### src/rtl/r6_out_serializer.sv
// Radix-6 frame unloader: captures six complex lanes per input handshake and emits them lane 0 first.
// First beat appears the cycle after capture; out_ready=0 freezes all outputs; the last-beat accept can take the next frame.
module r6_out_serializer #(
   parameter int W     = 32,
   parameter int LANES = 6
) (
   input  logic               clk,
   input  logic               rst,
   input  logic               in_valid,
   output logic               in_ready,
   input  logic [LANES*W-1:0] in_re,
   input  logic [LANES*W-1:0] in_img,
   output logic               out_valid,
   input  logic               out_ready,
   output logic [W-1:0]       out_re,
   output logic [W-1:0]       out_img,
   output logic [2:0]         out_idx,
   output logic               out_last
);
   localparam logic [2:0] LAST_IDX = 3'(LANES - 1);

   typedef enum logic {IDLE, SEND} state_t;

   state_t             state_q;
   logic [LANES*W-1:0] hold_re_q, hold_img_q;
   logic               out_valid_q, out_last_q;
   logic [W-1:0]       out_re_q, out_img_q;
   logic [2:0]         out_idx_q;

   logic [2:0]         idx_d;
   logic [W-1:0]       re_d, img_d;
   logic               take;

   // A new frame may enter while idle, or on the very edge that retires the last lane.
   assign in_ready = ~rst & ((state_q == IDLE) |
                             ((state_q == SEND) & (out_idx_q == LAST_IDX) & out_ready));
   assign take     = in_valid & in_ready;
   assign idx_d    = out_idx_q + 3'd1;

   always_comb begin
      re_d  = '0;
      img_d = '0;
      for (int k = 0; k < LANES; k++) begin
         if (idx_d == 3'(k)) begin
            re_d  = hold_re_q[k*W +: W];
            img_d = hold_img_q[k*W +: W];
         end
      end
   end

   always_ff @(posedge clk) begin
      if (rst) begin
         state_q     <= IDLE;
         hold_re_q   <= '0;
         hold_img_q  <= '0;
         out_valid_q <= 1'b0;
         out_re_q    <= '0;
         out_img_q   <= '0;
         out_idx_q   <= '0;
         out_last_q  <= 1'b0;
      end else if (take) begin
         state_q     <= SEND;
         hold_re_q   <= in_re;
         hold_img_q  <= in_img;
         out_valid_q <= 1'b1;
         out_re_q    <= in_re[W-1:0];
         out_img_q   <= in_img[W-1:0];
         out_idx_q   <= '0;
         out_last_q  <= 1'b0;
      end else if ((state_q == SEND) && out_ready) begin
         if (out_idx_q == LAST_IDX) begin
            state_q     <= IDLE;
            out_valid_q <= 1'b0;
            out_idx_q   <= '0;
            out_last_q  <= 1'b0;
         end else begin
            out_idx_q  <= idx_d;
            out_re_q   <= re_d;
            out_img_q  <= img_d;
            out_last_q <= (idx_d == LAST_IDX);
         end
      end
   end

   assign out_valid = out_valid_q;
   assign out_re    = out_re_q;
   assign out_img   = out_img_q;
   assign out_idx   = out_idx_q;
   assign out_last  = out_last_q;
endmodule
### config.mk
export PLATFORM = sky130hd
export DESIGN_NAME = r6_out_serializer
export DESIGN_NICKNAME = d
export VERILOG_FILES = /design/src/rtl/r6_out_serializer.sv
export SDC_FILE = /design/constraint.sdc
export NUM_CORES = 1
export LEC_CHECK = 0
export BUFFER_PORTS_ARGS = -buffer_cell sky130_fd_sc_hd__buf_4
export CAP_MARGIN = 20
export CORE_ASPECT_RATIO = 0.8
export CORE_MARGIN = 5
export CORE_UTILIZATION = 53
export DETAILED_ROUTE_END_ITERATION = 10
export PLACE_DENSITY = 0.8
export SLEW_MARGIN = 0
export SYNTH_ARGS = -nofsm -noshare
export SYNTH_HDL_FRONTEND = slang
export SYNTH_SLANG_ARGS = --single-unit
### constraint.sdc
create_clock -name clk -period 2.4 [get_ports clk]
set_clock_uncertainty 0.05 [all_clocks]
set_input_delay 0.12 -clock clk [delete_from_list [all_inputs] [get_ports clk]]
set_output_delay 0.12 -clock clk [all_outputs]
set_load 0.05 [all_outputs]
==> impl_metrics.toml <==
[layout]
areaGrowthSynthToFinish_pct = 52.1
instances_no_fill = 2789
drive_above_1_share_pct = 26.7
nFillCells = 1630
nNetsFinal = 2699
multi_input_area_sq_mm = 0.00725
seq_area_sq_mm = 0.00908

[worst_setup_path]
path_buf_inv = 1
cp.required_ns = 2.73
cpLargestDelayFamily = "simple AND/OR/NAND/NOR gates"
path_depth = 5
cp-endpoint = "out_img[18]$_SDFFE_PP0P_"
cp_data_arrival_time_ns = 2.65
ff2ff_path_depth = 5
r2r_start = "out_idx[1]$_SDFFE_PP0P_"
max_stage_delay_ns = 0.56
crit_fanout = 43
worstPathCellList = "and3b_1 -> or2_2 -> buf_12 -> a32oi_1 -> o22ai_1"
startpoint = "out_idx[1]$_SDFFE_PP0P_"
critPathSlowestCell = "dfxtp_4"
r2r-end = "out_img[18]$_SDFFE_PP0P_"
startpoint_type = "flop"
endpoint_kind = "flop"
crit_type = "flop to flop"
r2r_slack_ns = 0.08

[power_and_ir_drop]
power.density_mw_per_mm2 = 694
peakVddDrop_mv = 0.554
power_leakage_nw = 10.9

[floorplan]
initial_utilization_pct = 53.3
die_w_microns = 212
io_pins = 458
coreArea_sq_mm = 0.0323
dieArea_sq_mm = 0.0363
num_rows = 59
die_y_microns = 171

[sta]
worst_pin_slew_ns = 0.929
setup_ws_ns = 0.0792
max_freq_mhz = 431
rsz0062_at_grt = "false"
maxSlewViolCount = 0
hold_violations = 0
hold_slack_ns = 0.281
post-route-period-util_pct = 96.7
finalSetupViolCount = 0
slew_headroom_pct = 38.1
finalSetupTns_ns = 0
fin_crit_ns = 2.32

[hold_path]
min_delay_path_depth = 4
hold_path.class = "input pin to flop"

[grt]
antenna_found_initial = 17
gr-total-overflow = 0
grt_max_degree = 110
grt_pass1_wl_mm = 111
grt_usage_pct = 38.6
grt_pass1_vias = 18900

[logic_synthesis]
synthAdderAreaFrac_pct = 0
synth_top_family_by_area = "compound AO/OA/AOI/OAI gates"
synth_area_sq_mm = 0.0172
synth-edff-count = 0
synth_ff_type = "dfxtp_1"
syn_nets = 1953
synth_xor_area_share_pct = 0.0508
ys_warn_count = 0
synth_cells = 1565
synth_mux_area_share_pct = 3.99
synth-compound-area-share_pct = 35.8
synth_seq_cells = 453
yosys.area_share.simple_pct = 2.01
syn-mean-instance-area_sq_um = 11.0
ys_seq_area_share_pct = 52.6
synthArstFlopShare_pct = 0
yosys.cell_types.count = 39

[place]
io_buffer_count = 457
hpwl_mm = 38.5
dp.cells = 2305
globalplace.congestion = 0.865
pre_cts_ws_ns = 0.183

[detailed_routing]
initialDrtViolationCount = 2996
drtPass1Iterations = 6
num_vias = 18600
drt-total-wl_mm = 74.7
viasPerCell = 6.66
wl_per_cell_microns = 26.8
antenna_left = 0
drc = 0

[clock_network]
cts_made_buffers = 44
htree_levels = 2
cts_tree = "built"
clock_latency_ns = 0.55
cts.clk_slew.worst_paths_ns = 0.07
clockBufferDepth = 3
cts_root_buffer = "clkbuf_16"
cts_sinks = 453

[status]
status = "finished clean"

[job]
maxCapViolCount = 0
-- cells in the mapped netlist (all sizes together), types with 2 or more instances --
cell type / instances / area [sq um]
a311o: 14 / 140
o32ai: 47 / 412
o22ai: 112 / 701
a32oi: 63 / 552
a21oi: 68 / 344
a32o: 17 / 170
o21ai: 33 / 169
or2: 2 / 12.5
mux2i: 17 / 170
and3b: 2 / 17.5
mux2: 46 / 518
and2: 2 / 12.5
dfxtp: 453 / 9070
nand2b: 19 / 119
a211o: 49 / 429
nor3: 3 / 15.0
nor2: 13 / 48.8
inv: 20 / 75.1
a31oi: 2 / 12.5
nand2: 19 / 71.3
buf: 73 / 469
a22o: 367 / 3210
clkbuf: 113 / 424
-- cell families (layout without fill, tap and decap cells) --
kind of cell,Yosys count,in the layout
other cells,0,20
buf+inv,206,983
simple gates,67,67
compound gates,775,775
xor+xnor,1,1
mux,63,63
flops,453,453
-- worst min path at each step --
stage,startpoint,endpoint,slack (ns)
floorplan,in_img[191],hold_img_q[191]$_SDFFE_PP0P_,0.18
global placement,in_re[177],hold_re_q[177]$_SDFFE_PP0P_,0.27
detailed placement,in_re[177],hold_re_q[177]$_SDFFE_PP0P_,0.28
CTS,in_re[177],hold_re_q[177]$_SDFFE_PP0P_,0.25
global route,in_img[41],hold_img_q[41]$_SDFFE_PP0P_,0.28
finish,in_re[174],hold_re_q[174]$_SDFFE_PP0P_,0.28
-- timing repair --
item,CTS,global route
setup endpoints to repair,0,67
hold endpoints to repair,450,0
gates resized for setup,0,3
hold buffers,387,0
setup buffers,0,0
-- final cells by class --
class | count | share of cell area (%)
diodes | 20 | 0.191
clock buffers | 63 | 4.93
clock inverters | 14 | 0.596
inverters | 20 | 0.286
multi-input cells | 906 | 27.6
flip-flops and latches | 453 | 34.6
well taps | 427 | 2.04
repair buffers | 886 | 29.7
-- worst min-delay path, stage by stage --
cell and delay [ns]:
dlygate4sd3_1 0.53, buf_4 0.10, nand2_1 0.03, o21ai_0 0.06
-- cell usage in the layout, fill, tap and decap left out, drive strengths merged, types with 2 or more instances in the layout --
cell type	synthesis	layout
a32oi	63	63
clkinv	0	8
buf	73	499
o21ai	33	33
nand2b	19	19
o22ai	112	112
dfxtp	453	453
nor3	3	3
a32o	17	17
a211o	49	49
o32ai	47	47
dlygate4sd3	0	387
mux2i	17	17
bufinv	0	3
or2	2	2
clkbuf	113	63
and3b	2	2
inv	20	23
nor2	13	13
mux2	46	46
nand2	19	19
and2	2	2
a22o	367	367
diode	0	20
a21oi	68	68
a311o	14	14
a31oi	2	2
-- state kept, by name, summed over array words and instances, names as in the netlist --
register / flops
hold_img_q: 192
hold_re_q: 192
out_idx: 3
out_img: 32
out_last: 1
out_re: 32
out_valid: 1
-- layer usage --
| layer | GRT usage (%) | up-vias | routed length [microns] |
|---|---|---|---|
| met1 | 47.2 | 8751 | 26300 |
| met5 | 0 | - | 0 |
| met3 | 7.86 | 409 | 8190 |
| li1 | - | 7765 | - |
| met2 | 64.0 | 1660 | 35300 |
| met4 | 21.8 | 0 | 4950 |
-- metrics by stage --
stage	area, sq um	power (mW)	utilization, %
global route	26200	18.6	81.1
CTS	26200	17.9	81.0
floorplan	17200	9.54	-
global placement	20800	10.5	64.5
finish	26200	18.2	81.2
detailed placement	20900	10.5	64.5
-- power by group --
part | leakage (nW) | internal [mW] | switching, mW
clock network | 0.722 | 4.08 | 3.02
logic | 6.44 | 1.48 | 1.35
registers | 3.72 | 7.97 | 0.309
total | 10.9 | 13.5 | 4.68
Power figures use the tool's default switching activity.
